`src/rtl/imem_loader_pkg.sv`:
```
// ---------------------------------------------------------------------------
// imem_loader_pkg
// Shared definitions for the instruction-memory boot loader:
//   - default geometry (word-address width, largest legal image)
//   - byte order used when packing stream bytes into 32-bit words
//   - FSM state encoding and the per-state handshake/status flags
// ---------------------------------------------------------------------------
package imem_loader_pkg;

  localparam int ADDR_W_DEF    = 10;
  localparam int MAX_WORDS_DEF = 1024;

  // Instructions arrive big-endian: the first byte of a word lands in [31:24].
  localparam bit MSB_FIRST = 1'b1;

  typedef enum logic [2:0] {
    S_IDLE,
    S_LEN_HI,
    S_LEN_LO,
    S_DATA,
    S_WRITE,
    S_CHECK,
    S_DONE,
    S_ERR
  } state_t;

  typedef struct packed {
    logic ready;
    logic busy;
    logic hold;
  } flags_t;

  // Status outputs that depend only on the state being entered. ERR keeps
  // the CPU held so a corrupt image can never start executing.
  function automatic flags_t stateFlags(input state_t s);
    flags_t f;
    f = '0;
    case (s)
      S_LEN_HI, S_LEN_LO, S_DATA, S_CHECK: f = '{ready: 1'b1, busy: 1'b1, hold: 1'b1};
      S_WRITE:                             f = '{ready: 1'b0, busy: 1'b1, hold: 1'b1};
      S_ERR:                               f = '{ready: 1'b0, busy: 1'b0, hold: 1'b1};
      default:                             f = '0;
    endcase
    return f;
  endfunction

endpackage

```
`src/rtl/imem_loader_word_packer.sv`:
```
// ---------------------------------------------------------------------------
// imem_loader_word_packer
// Collects stream bytes into 32-bit instruction words.
// Ports:
//   i_clk, i_reset_n  clock and synchronous active-low reset
//   i_shift_en        accept i_byte into the word this cycle
//   i_clear           discard any partial word (start of a new load)
//   i_byte            stream byte
//   o_word            word formed by the three held bytes plus i_byte
//   o_last_byte       the byte being shifted now completes a word
// ---------------------------------------------------------------------------
module imem_loader_word_packer
  import imem_loader_pkg::*;
(
  input  logic        i_clk,
  input  logic        i_reset_n,
  input  logic        i_shift_en,
  input  logic        i_clear,
  input  logic [7:0]  i_byte,
  output logic [31:0] o_word,
  output logic        o_last_byte
);

  logic [23:0] r_shift;
  logic [1:0]  r_byteCnt;

  // Only three bytes need storing: the fourth is taken straight from the
  // input on the cycle the word completes, so the top can register it
  // into the memory write port on that same edge.
  always_ff @(posedge i_clk) begin
    if (!i_reset_n || i_clear) begin
      r_shift   <= '0;
      r_byteCnt <= '0;
    end else if (i_shift_en) begin
      if (MSB_FIRST) r_shift <= {r_shift[15:0], i_byte};
      else           r_shift <= {i_byte, r_shift[23:8]};
      r_byteCnt <= r_byteCnt + 2'd1;
    end
  end

  assign o_word      = MSB_FIRST ? {r_shift, i_byte} : {i_byte, r_shift};
  assign o_last_byte = (r_byteCnt == 2'd3);

endmodule

```
`src/rtl/imem_loader.sv`:
```
// ---------------------------------------------------------------------------
// imem_loader
// Boot-time writer for the word-addressed instruction memory. Receives a
// 16-bit word count (MSB first), count x 4 big-endian instruction bytes and
// a 1-byte XOR checksum of the instruction bytes, writes the words from
// address 0 upward and holds the CPU until the image has been verified.
// Ports:
//   i_clk, i_reset_n   clock and synchronous active-low reset
//   i_start            one-cycle pulse; starts a load from IDLE, DONE or ERR
//   i_byte_in          stream byte, consumed when i_byte_valid && o_byte_ready
//   i_byte_valid       stream byte is valid
//   o_byte_ready       loader accepts a byte this cycle
//   o_mem_addr         word address of the write
//   o_mem_din          word to write
//   o_mem_we           write strobe, one cycle per word
//   o_cpu_hold         holds the PC/pipeline while high
//   o_busy             a load is in progress
//   o_done             last load finished with a good checksum
//   o_error            last load failed on length or checksum
//   o_words_loaded     words written by the current or last load
// ---------------------------------------------------------------------------
module imem_loader
  import imem_loader_pkg::*;
#(
  parameter int ADDR_W    = ADDR_W_DEF,
  parameter int MAX_WORDS = MAX_WORDS_DEF
) (
  input  logic              i_clk,
  input  logic              i_reset_n,
  input  logic              i_start,
  input  logic [7:0]        i_byte_in,
  input  logic              i_byte_valid,
  output logic              o_byte_ready,
  output logic [ADDR_W-1:0] o_mem_addr,
  output logic [31:0]       o_mem_din,
  output logic              o_mem_we,
  output logic              o_cpu_hold,
  output logic              o_busy,
  output logic              o_done,
  output logic              o_error,
  output logic [15:0]       o_words_loaded
);

  localparam logic [15:0] MAX_COUNT = 16'(MAX_WORDS);

  state_t      r_state;
  state_t      w_nextState;
  flags_t      w_nextFlags;
  logic [7:0]  r_countHi;
  logic [15:0] r_count;
  logic [15:0] r_index;
  logic [7:0]  r_checksum;

  logic        w_accept;
  logic        w_startOk;
  logic        w_shiftEn;
  logic [15:0] w_len;
  logic [15:0] w_indexInc;
  logic [31:0] w_word;
  logic        w_lastByte;

  assign w_accept    = i_byte_valid && o_byte_ready;
  assign w_startOk   = i_start && (r_state == S_IDLE || r_state == S_DONE || r_state == S_ERR);
  assign w_shiftEn   = w_accept && (r_state == S_DATA);
  assign w_len       = {r_countHi, i_byte_in};
  assign w_indexInc  = r_index + 16'd1;
  assign w_nextFlags = stateFlags(w_nextState);

  imem_loader_word_packer u_packer (
    .i_clk       (i_clk),
    .i_reset_n   (i_reset_n),
    .i_shift_en  (w_shiftEn),
    .i_clear     (w_startOk),
    .i_byte      (i_byte_in),
    .o_word      (w_word),
    .o_last_byte (w_lastByte)
  );

  // Next-state decode. The outputs are registered from the state being
  // entered, so they line up with r_state without any extra cycle.
  always_comb begin
    w_nextState = r_state;
    case (r_state)
      S_IDLE, S_DONE, S_ERR: if (i_start) w_nextState = S_LEN_HI;
      S_LEN_HI:              if (w_accept) w_nextState = S_LEN_LO;
      S_LEN_LO: begin
        if (w_accept) begin
          if (w_len > MAX_COUNT)  w_nextState = S_ERR;
          else if (w_len == 16'd0) w_nextState = S_CHECK;
          else                     w_nextState = S_DATA;
        end
      end
      S_DATA:  if (w_accept && w_lastByte) w_nextState = S_WRITE;
      S_WRITE: w_nextState = (w_indexInc == r_count) ? S_CHECK : S_DATA;
      S_CHECK: if (w_accept) w_nextState = (i_byte_in == r_checksum) ? S_DONE : S_ERR;
      default: w_nextState = S_IDLE;
    endcase
  end

  // State, datapath registers and all outputs. The write address and data
  // are captured on the edge that completes a word and then held, so they
  // stay stable while the strobe is low.
  always_ff @(posedge i_clk) begin
    if (!i_reset_n) begin
      r_state        <= S_IDLE;
      r_countHi      <= '0;
      r_count        <= '0;
      r_index        <= '0;
      r_checksum     <= '0;
      o_byte_ready   <= 1'b0;
      o_busy         <= 1'b0;
      o_cpu_hold     <= 1'b0;
      o_done         <= 1'b0;
      o_error        <= 1'b0;
      o_mem_we       <= 1'b0;
      o_mem_addr     <= '0;
      o_mem_din      <= '0;
      o_words_loaded <= '0;
    end else begin
      r_state      <= w_nextState;
      o_byte_ready <= w_nextFlags.ready;
      o_busy       <= w_nextFlags.busy;
      o_cpu_hold   <= w_nextFlags.hold;
      o_done       <= (w_nextState == S_DONE);
      o_error      <= (w_nextState == S_ERR);
      o_mem_we     <= (w_nextState == S_WRITE);
      case (r_state)
        S_IDLE, S_DONE, S_ERR: begin
          if (i_start) begin
            r_index        <= '0;
            r_checksum     <= '0;
            o_words_loaded <= '0;
          end
        end
        S_LEN_HI: if (w_accept) r_countHi <= i_byte_in;
        S_LEN_LO: if (w_accept) r_count <= w_len;
        S_DATA: begin
          if (w_accept) begin
            r_checksum <= r_checksum ^ i_byte_in;
            if (w_lastByte) begin
              o_mem_addr <= r_index[ADDR_W-1:0];
              o_mem_din  <= w_word;
            end
          end
        end
        S_WRITE: begin
          r_index        <= w_indexInc;
          o_words_loaded <= o_words_loaded + 16'd1;
        end
        default: ;
      endcase
    end
  end

endmodule

```
`config.mk`:
```
export PLATFORM = sky130hd
export DESIGN_NAME = imem_loader
export DESIGN_NICKNAME = d
export VERILOG_FILES = /design/src/rtl/imem_loader_pkg.sv /design/src/rtl/imem_loader_word_packer.sv /design/src/rtl/imem_loader.sv
export SDC_FILE = /design/constraint.sdc
export NUM_CORES = 1
export LEC_CHECK = 0
export CAP_MARGIN = 20
export CORE_AREA = 2 2 120 122
export DETAILED_ROUTE_END_ITERATION = 6
export DIE_AREA = 0 0 122 124
export PLACE_DENSITY = 0.78
export SLEW_MARGIN = 20
export SYNTH_ARGS = -nofsm -noshare
export SYNTH_HDL_FRONTEND = slang
export SYNTH_SLANG_ARGS = --single-unit
```
`constraint.sdc`:
```
create_clock -name i_clk -period 2 [get_ports i_clk]
set_input_delay 0.3 -clock i_clk [delete_from_list [all_inputs] [get_ports i_clk]]
set_output_delay 0.3 -clock i_clk [all_outputs]
set_load 0.05 [all_outputs]
```
==> impl_metrics.env <==
export IMPL_synth_edf_count=0
export IMPL_violations="negative setup slack"
export IMPL_cts_sinks=141
export IMPL_cts_reportedPaths_clkPinSlew_ns=0.06
export IMPL_synth_distinct_cells=54
export IMPL_grt_use_total_pct=21.8
export IMPL_antenna_found_initial=0
export IMPL_final_setup_viol_count=4
export IMPL_synth_top_family_by_area="simple AND/OR/NAND/NOR gates"
export IMPL_clk_path_buf_depth=2
export IMPL_grt_pass1_wl_um=25900
export IMPL_grt_max_degree=44
export IMPL_yosys_area_share_adder_pct=0.605
export IMPL_crit_type="register to register"
export IMPL_syn_nets=810
export IMPL_slew_viol_final=0
export IMPL_portBuffers=75
export IMPL_tightest_slew_ns=0.532
export IMPL_drc_errors=0
export IMPL_ir_worst_vdd_v=0.000637
export IMPL_insertion_delay_ns=0.42
export IMPL_antenna_left=0
export IMPL_syn_avg_cell_area_um2=7.80
export IMPL_clock_root_buffer="clkbuf_16"
export IMPL_die_area_um2=15100
export IMPL_final_util_pct=60.6
export IMPL_cts_tree="built"
export IMPL_firstDrtPassIters=5
export IMPL_dpl_hpwl_um=10800
export IMPL_slew_headroom_pct=64.4
export IMPL_cp_max_fo=5
export IMPL_dp_cells=1073
export IMPL_final_common_cell="nand2_1"
export IMPL_crit_required_ns=2.35
export IMPL_yosys_area_share_xor_xnor_pct=4.24
export IMPL_postSynthCellCount=795
export IMPL_wirelength_um=16000
export IMPL_finalCritPeriodShare_pct=106
export IMPL_finalCriticalPeriod_ns=2.12
export IMPL_whs_ns=0.452
export IMPL_grt_pass1_vias=5473
export IMPL_die_w_um=122
export IMPL_ys_warn_count=0
export IMPL_syn_area_um2=6200
export IMPL_leakagePower_nw=3.07
export IMPL_vias=5943
export IMPL_h_tree_depth=4
export IMPL_ys_ff_latch=141
export IMPL_antennaDiodeCount=0
export IMPL_synth_main_ff_cell="dfxtp_1"
export IMPL_fmax_ghz=0.471
export IMPL_grt_overflow=0
export IMPL_drt_iter0_drc=367
export IMPL_drv_cap=0
export IMPL_seq_area_frac_synth_pct=45.5
export IMPL_async_reset_ff_share_pct=0
export IMPL_drive_gt1_share_pct=17.2
export IMPL_coreArea_um2=13700
export IMPL_worstSetupEndpointType="register"
export IMPL_fin_cells=1107
export IMPL_synth_compound_area_share_pct=16.8
export IMPL_fin_worst_skew_ns=0.00902
export IMPL_power_density_nw_per_um2=755
export IMPL_synthSimpleGateAreaFrac_pct=26.3
export IMPL_fin_nets=929
export IMPL_area_delta_synth_final_pct=33.9
export IMPL_outcome="finished, violations left"
export IMPL_hp_class="register to register"
export IMPL_die_h_um=124
export IMPL_start_kind="register"
export IMPL_final_cell_mix="nand2_1, dfxtp_1, a21oi_1"
export IMPL_start_util_pct=45.2
export IMPL_finalWorstSetupSlack_ns=-0.124
export IMPL_numCtsBuffers=17
export IMPL_vias_per_cell=5.37
export IMPL_ioPinCount=76
export IMPL_arrival_ns=2.47
export IMPL_postCtsHoldBufs=0
export IMPL_hold_violations=0
export IMPL_wl_per_cell_um=14.5
export IMPL_num_rows=43
export IMPL_muxShareOfSynthArea_pct=2.16
export IMPL_gp_congestion=0.882
export IMPL_rsz0062_at_grt="true"
cell type report:
class / instances / area, um2
clock buffer: 19 / 443
clock inverter: 13 / 130
fill: 1145 / 5410
inverter: 6 / 22.5
multi-input combinational: 588 / 3180
sequential: 141 / 2850
tap: 180 / 225
timing repair buffer: 160 / 1460
repair_timing:
item / 4_1_cts / 5_1_grt
setup endpoints to repair: 15 / 12
resized for setup: 13 / 18
setup buffers: 0 / 2
pin swaps: 5 / 8
endpoints found under the hold margin: 0 / 0
logic make-up after synthesis:
logic type,after synthesis
buffers and inverters,66
flip-flops,141
XOR/XNOR,30
AO/OA/AOI/OAI,184
multiplexers,13
AND/OR/NAND/NOR,358
adder cells (fa/ha/maj),3
per-layer routing:
metal / vias to the layer above / routed length [um] / GRT usage (%)
met5: - / 0 / 0
met4: 0 / 282 / 7.97
met3: 23 / 740 / 5.27
met2: 154 / 7940 / 37.2
met1: 2822 / 7090 / 26.8
li1: 2944 / - / -
cell usage after synthesis, types with 5 or more instances:
cell type,number,area (um2)
nand2_1,210,788
dfxtp_1,141,2820
a21oi_1,116,581
nor2_1,49,184
clkbuf_1,43,161
o21ai_0,22,110
nand3_1,21,105
xnor2_1,20,175
o21ai_1,17,85.1
and2_1,14,87.6
buf_2,13,65.1
nor3_1,11,55.1
mux2i_1,10,100
xor2_1,10,87.6
nand4_1,8,50.1
and3_1,6,37.5
nor4_1,6,37.5
or3_1,6,37.5
a311oi_1,5,43.8
a31oi_1,5,31.3
inv_1,5,18.8
sequential cells by signal (all words and copies together), names as in the netlist, 2 cells and up:
signal / count
r_state: 3
o_mem_din: 32
u_packer.r_byteCnt: 2
r_index: 16
o_mem_addr: 10
r_count: 16
r_checksum: 8
o_words_loaded: 16
r_countHi: 8
u_packer.r_shift: 24
metrics by stage:
stage / total power, mW / setup slack (ns) / TNS (ns) / cell area (um2)
floorplan: 3.11 / -0.0610 / -0.105 / 6230
global placement: 3.28 / -0.433 / -2.80 / 7630
detailed placement: 3.29 / -0.469 / -3.37 / 7630
CTS: 6.30 / -0.120 / -0.286 / 8230
global route: 6.46 / -0.183 / -0.675 / 8310
finish: 6.27 / -0.124 / -0.301 / 8310
worst paths after layout:
path | startpoint | end | slack (ns) | cells after the start
min reg2reg | o_mem_din[23] | o_mem_din[23] | 0.45 | 2
max | r_index[2] | o_byte_ready | -0.12 | 7
min | o_mem_din[23] | o_mem_din[23] | 0.45 | 2
max reg2reg | r_index[2] | o_byte_ready | -0.12 | 7
power by group:
part | internal, mW | switching, mW
logic | 0.156 | 0.235
registers | 2.82 | 0.0145
clock network | 1.77 | 1.27
total | 4.75 | 1.52
worst max-delay path, cell delays in order (launching register included):
cell	delay, ns
dfxtp_4	0.38
nand2_4	0.07
or4_4	0.55
and3_4	0.16
a311o_1	0.32
and4_4	0.21
a22oi_4	0.17
mux2i_1	0.20
(Power assumes the default switching activity.)
==> variant: new RTL, same flow settings <==
The package constant `MSB_FIRST` goes from 1'b1 to 1'b0.
--- a/src/rtl/imem_loader_pkg.sv
+++ b/src/rtl/imem_loader_pkg.sv
@@ -12,5 +12,5 @@
 
   // Instructions arrive big-endian: the first byte of a word lands in [31:24].
-  localparam bit MSB_FIRST = 1'b1;
+  localparam bit MSB_FIRST = 1'b0;
 
   typedef enum logic [2:0] {
Behaviour: not the same (Yosys sat finds a counterexample within 10 cycles, from zero or initial values and one cycle with i_reset_n low).
==> variant against the unedited design <==
The run still ends with negative setup slack left; power grew 0.98%; synthesized area up 2.9%; sequential cell count unchanged; setup slack got worse by 0.085 ns; die area did not move; design area increased by 3.7%; wire length is 5.0% higher; sequential share of layout area down 1.1 points; critical path type unchanged; critical endpoint is now r_state[1]$_SDFF_PN0_; highest routed layer unchanged.
==> variant: results <==
export IMPL_status="finished with violations"
export IMPL_violations="negative setup slack"
export IMPL_p_sw_frac=0.2320
export IMPL_synthesis_instances=774
export IMPL_finalSetupViolations=2
export IMPL_grt_use_met2=0.3684
export IMPL_min_from="i_reset_n"
export IMPL_cts_buffers=17
export IMPL_rr_startpoint="r_index[9]$_SDFFE_PN0P_"
export IMPL_wl_microns=16850
export IMPL_synthDistinctLibCells=55
export IMPL_p_seq_mw=2.84
export IMPL_vias=5825
export IMPL_grt_first_pass_wirelength_microns=27140
export IMPL_preCtsSetupSlack_ns=-0.4238
export IMPL_ys_flop_type="dfxtp_1"
export IMPL_setup_tns_ns=-0.4125
export IMPL_worstHoldEndpoint="o_mem_din[12]$_SDFFE_PN0P_"
export IMPL_critPathMaxStageDelay_ns=0.45
export IMPL_gr_usage_met3=0.05311
export IMPL_port_buffers=75
export IMPL_tightest_slew_ns=0.5812
export IMPL_wl_met1_microns=7590
export IMPL_skew_ns=0.006229
export IMPL_p_sw_mw=1.469
export IMPL_yosys_top_cells_count="nand2_1, dfxtp_1, a21boi_0, a21oi_1, clkbuf_1"
export IMPL_reg2regPathDepth=8
export IMPL_seq_area_frac_synth=0.4420
export IMPL_dp_hpwl_microns=11250
export IMPL_irDropWorstVdd_v=0.0007120
export IMPL_grt_start_max_net_pins=44
export IMPL_r2r_end="r_state[1]$_SDFF_PN0_"
export IMPL_cts_clk_slew_worst_paths_ns=0.06
export IMPL_drtIter0Drc=338
export IMPL_routabilityCongestion=0.8516
export IMPL_vias_per_cell=5.320
export IMPL_wl_met2_microns=7950
export IMPL_power_leakage_nw=3.385
export IMPL_routed_wl_met3_microns=901
export IMPL_dpl_instance_area_sq_mm=0.007815
export IMPL_synthArstFlopShare=0
export IMPL_fin_nets=917
export IMPL_n_antenna_cell=0
export IMPL_worst_path_max_fanout=3
export IMPL_synth_area_leaders="dfxtp_1, nand2_1, a21boi_0"
export IMPL_grt_total_usage=0.2284
export IMPL_pg_comb_mw=0.389
export IMPL_gr_usage_met1=0.2954
export IMPL_slowest_stage="or4_4"
export IMPL_setup_ws_ns=-0.2087
export IMPL_dp_cells=1053
export IMPL_syn_num_nets=789
export IMPL_grt_pass1_vias=5546
export IMPL_yosysWarnings=0
export IMPL_critPathArrivalTime_ns=2.51
export IMPL_hold_ws_ns=0.3072
export IMPL_hold_class="in -> reg"
export IMPL_drive_above_1_share=0.1847
==> variant: how the worst max path moves through the flow <==
| stage | start | to | slack, ns |
|---|---|---|---|
| 6_report | r_index[9]$_SDFFE_PN0P_ | r_state[1]$_SDFF_PN0_ | -0.21 |
| 5_1_grt | r_index[9]$_SDFFE_PN0P_ | r_state[1]$_SDFF_PN0_ | -0.28 |
| 4_1_cts | r_index[7]$_SDFFE_PN0P_ | r_state[2]$_SDFF_PN0_ | -0.09 |
| 3_5_place_dp | i_byte_in[3] | o_byte_ready$_SDFF_PN0_ | -0.42 |
| 3_3_place_gp | i_byte_in[4] | o_cpu_hold$_SDFF_PN0_ | -0.46 |
| 2_1_floorplan | r_index[7]$_SDFFE_PN0P_ | r_state[1]$_SDFF_PN0_ | 0.002 |
==> variant: repair_timing <==
action                                  CTS  global route
pin swaps                                 4            14
gates cloned                              0             0
endpoints found under the setup margin    8            20
setup buffers                             5             5
resized for setup                        14            25
==> variant: final cells by class <==
cell class,instances,area [sq um]
clock inverter,13,141.4
timing repair buffer,167,1498
tap,180,225.2
inverter,6,22.52
sequential,141,2854
multi-input combinational,569,3430
clock buffer,19,442.9
fill,1127,5106
==> variant: worst max-delay path, delay by kind of cell, from the launching register on <==
| family | cells | cell delay (ns) |
|---|---|---|
| AO/OA/AOI/OAI | 2 | 0.43 |
| XOR/XNOR | 1 | 0.18 |
| buffers and inverters | 1 | 0.22 |
| flip-flops | 1 | 0.33 |
| AND/OR/NAND/NOR | 4 | 0.94 |
==> variant: kinds of logic after synthesis <==
kind of cell,Yosys count,share of synthesized area
mux,35,0.05506
simple gates,344,0.2576
fa+ha+maj,3,0.005878
xor+xnor,33,0.04644
flops,141,0.4420
buf+inv,64,0.04134
compound gates,154,0.1517
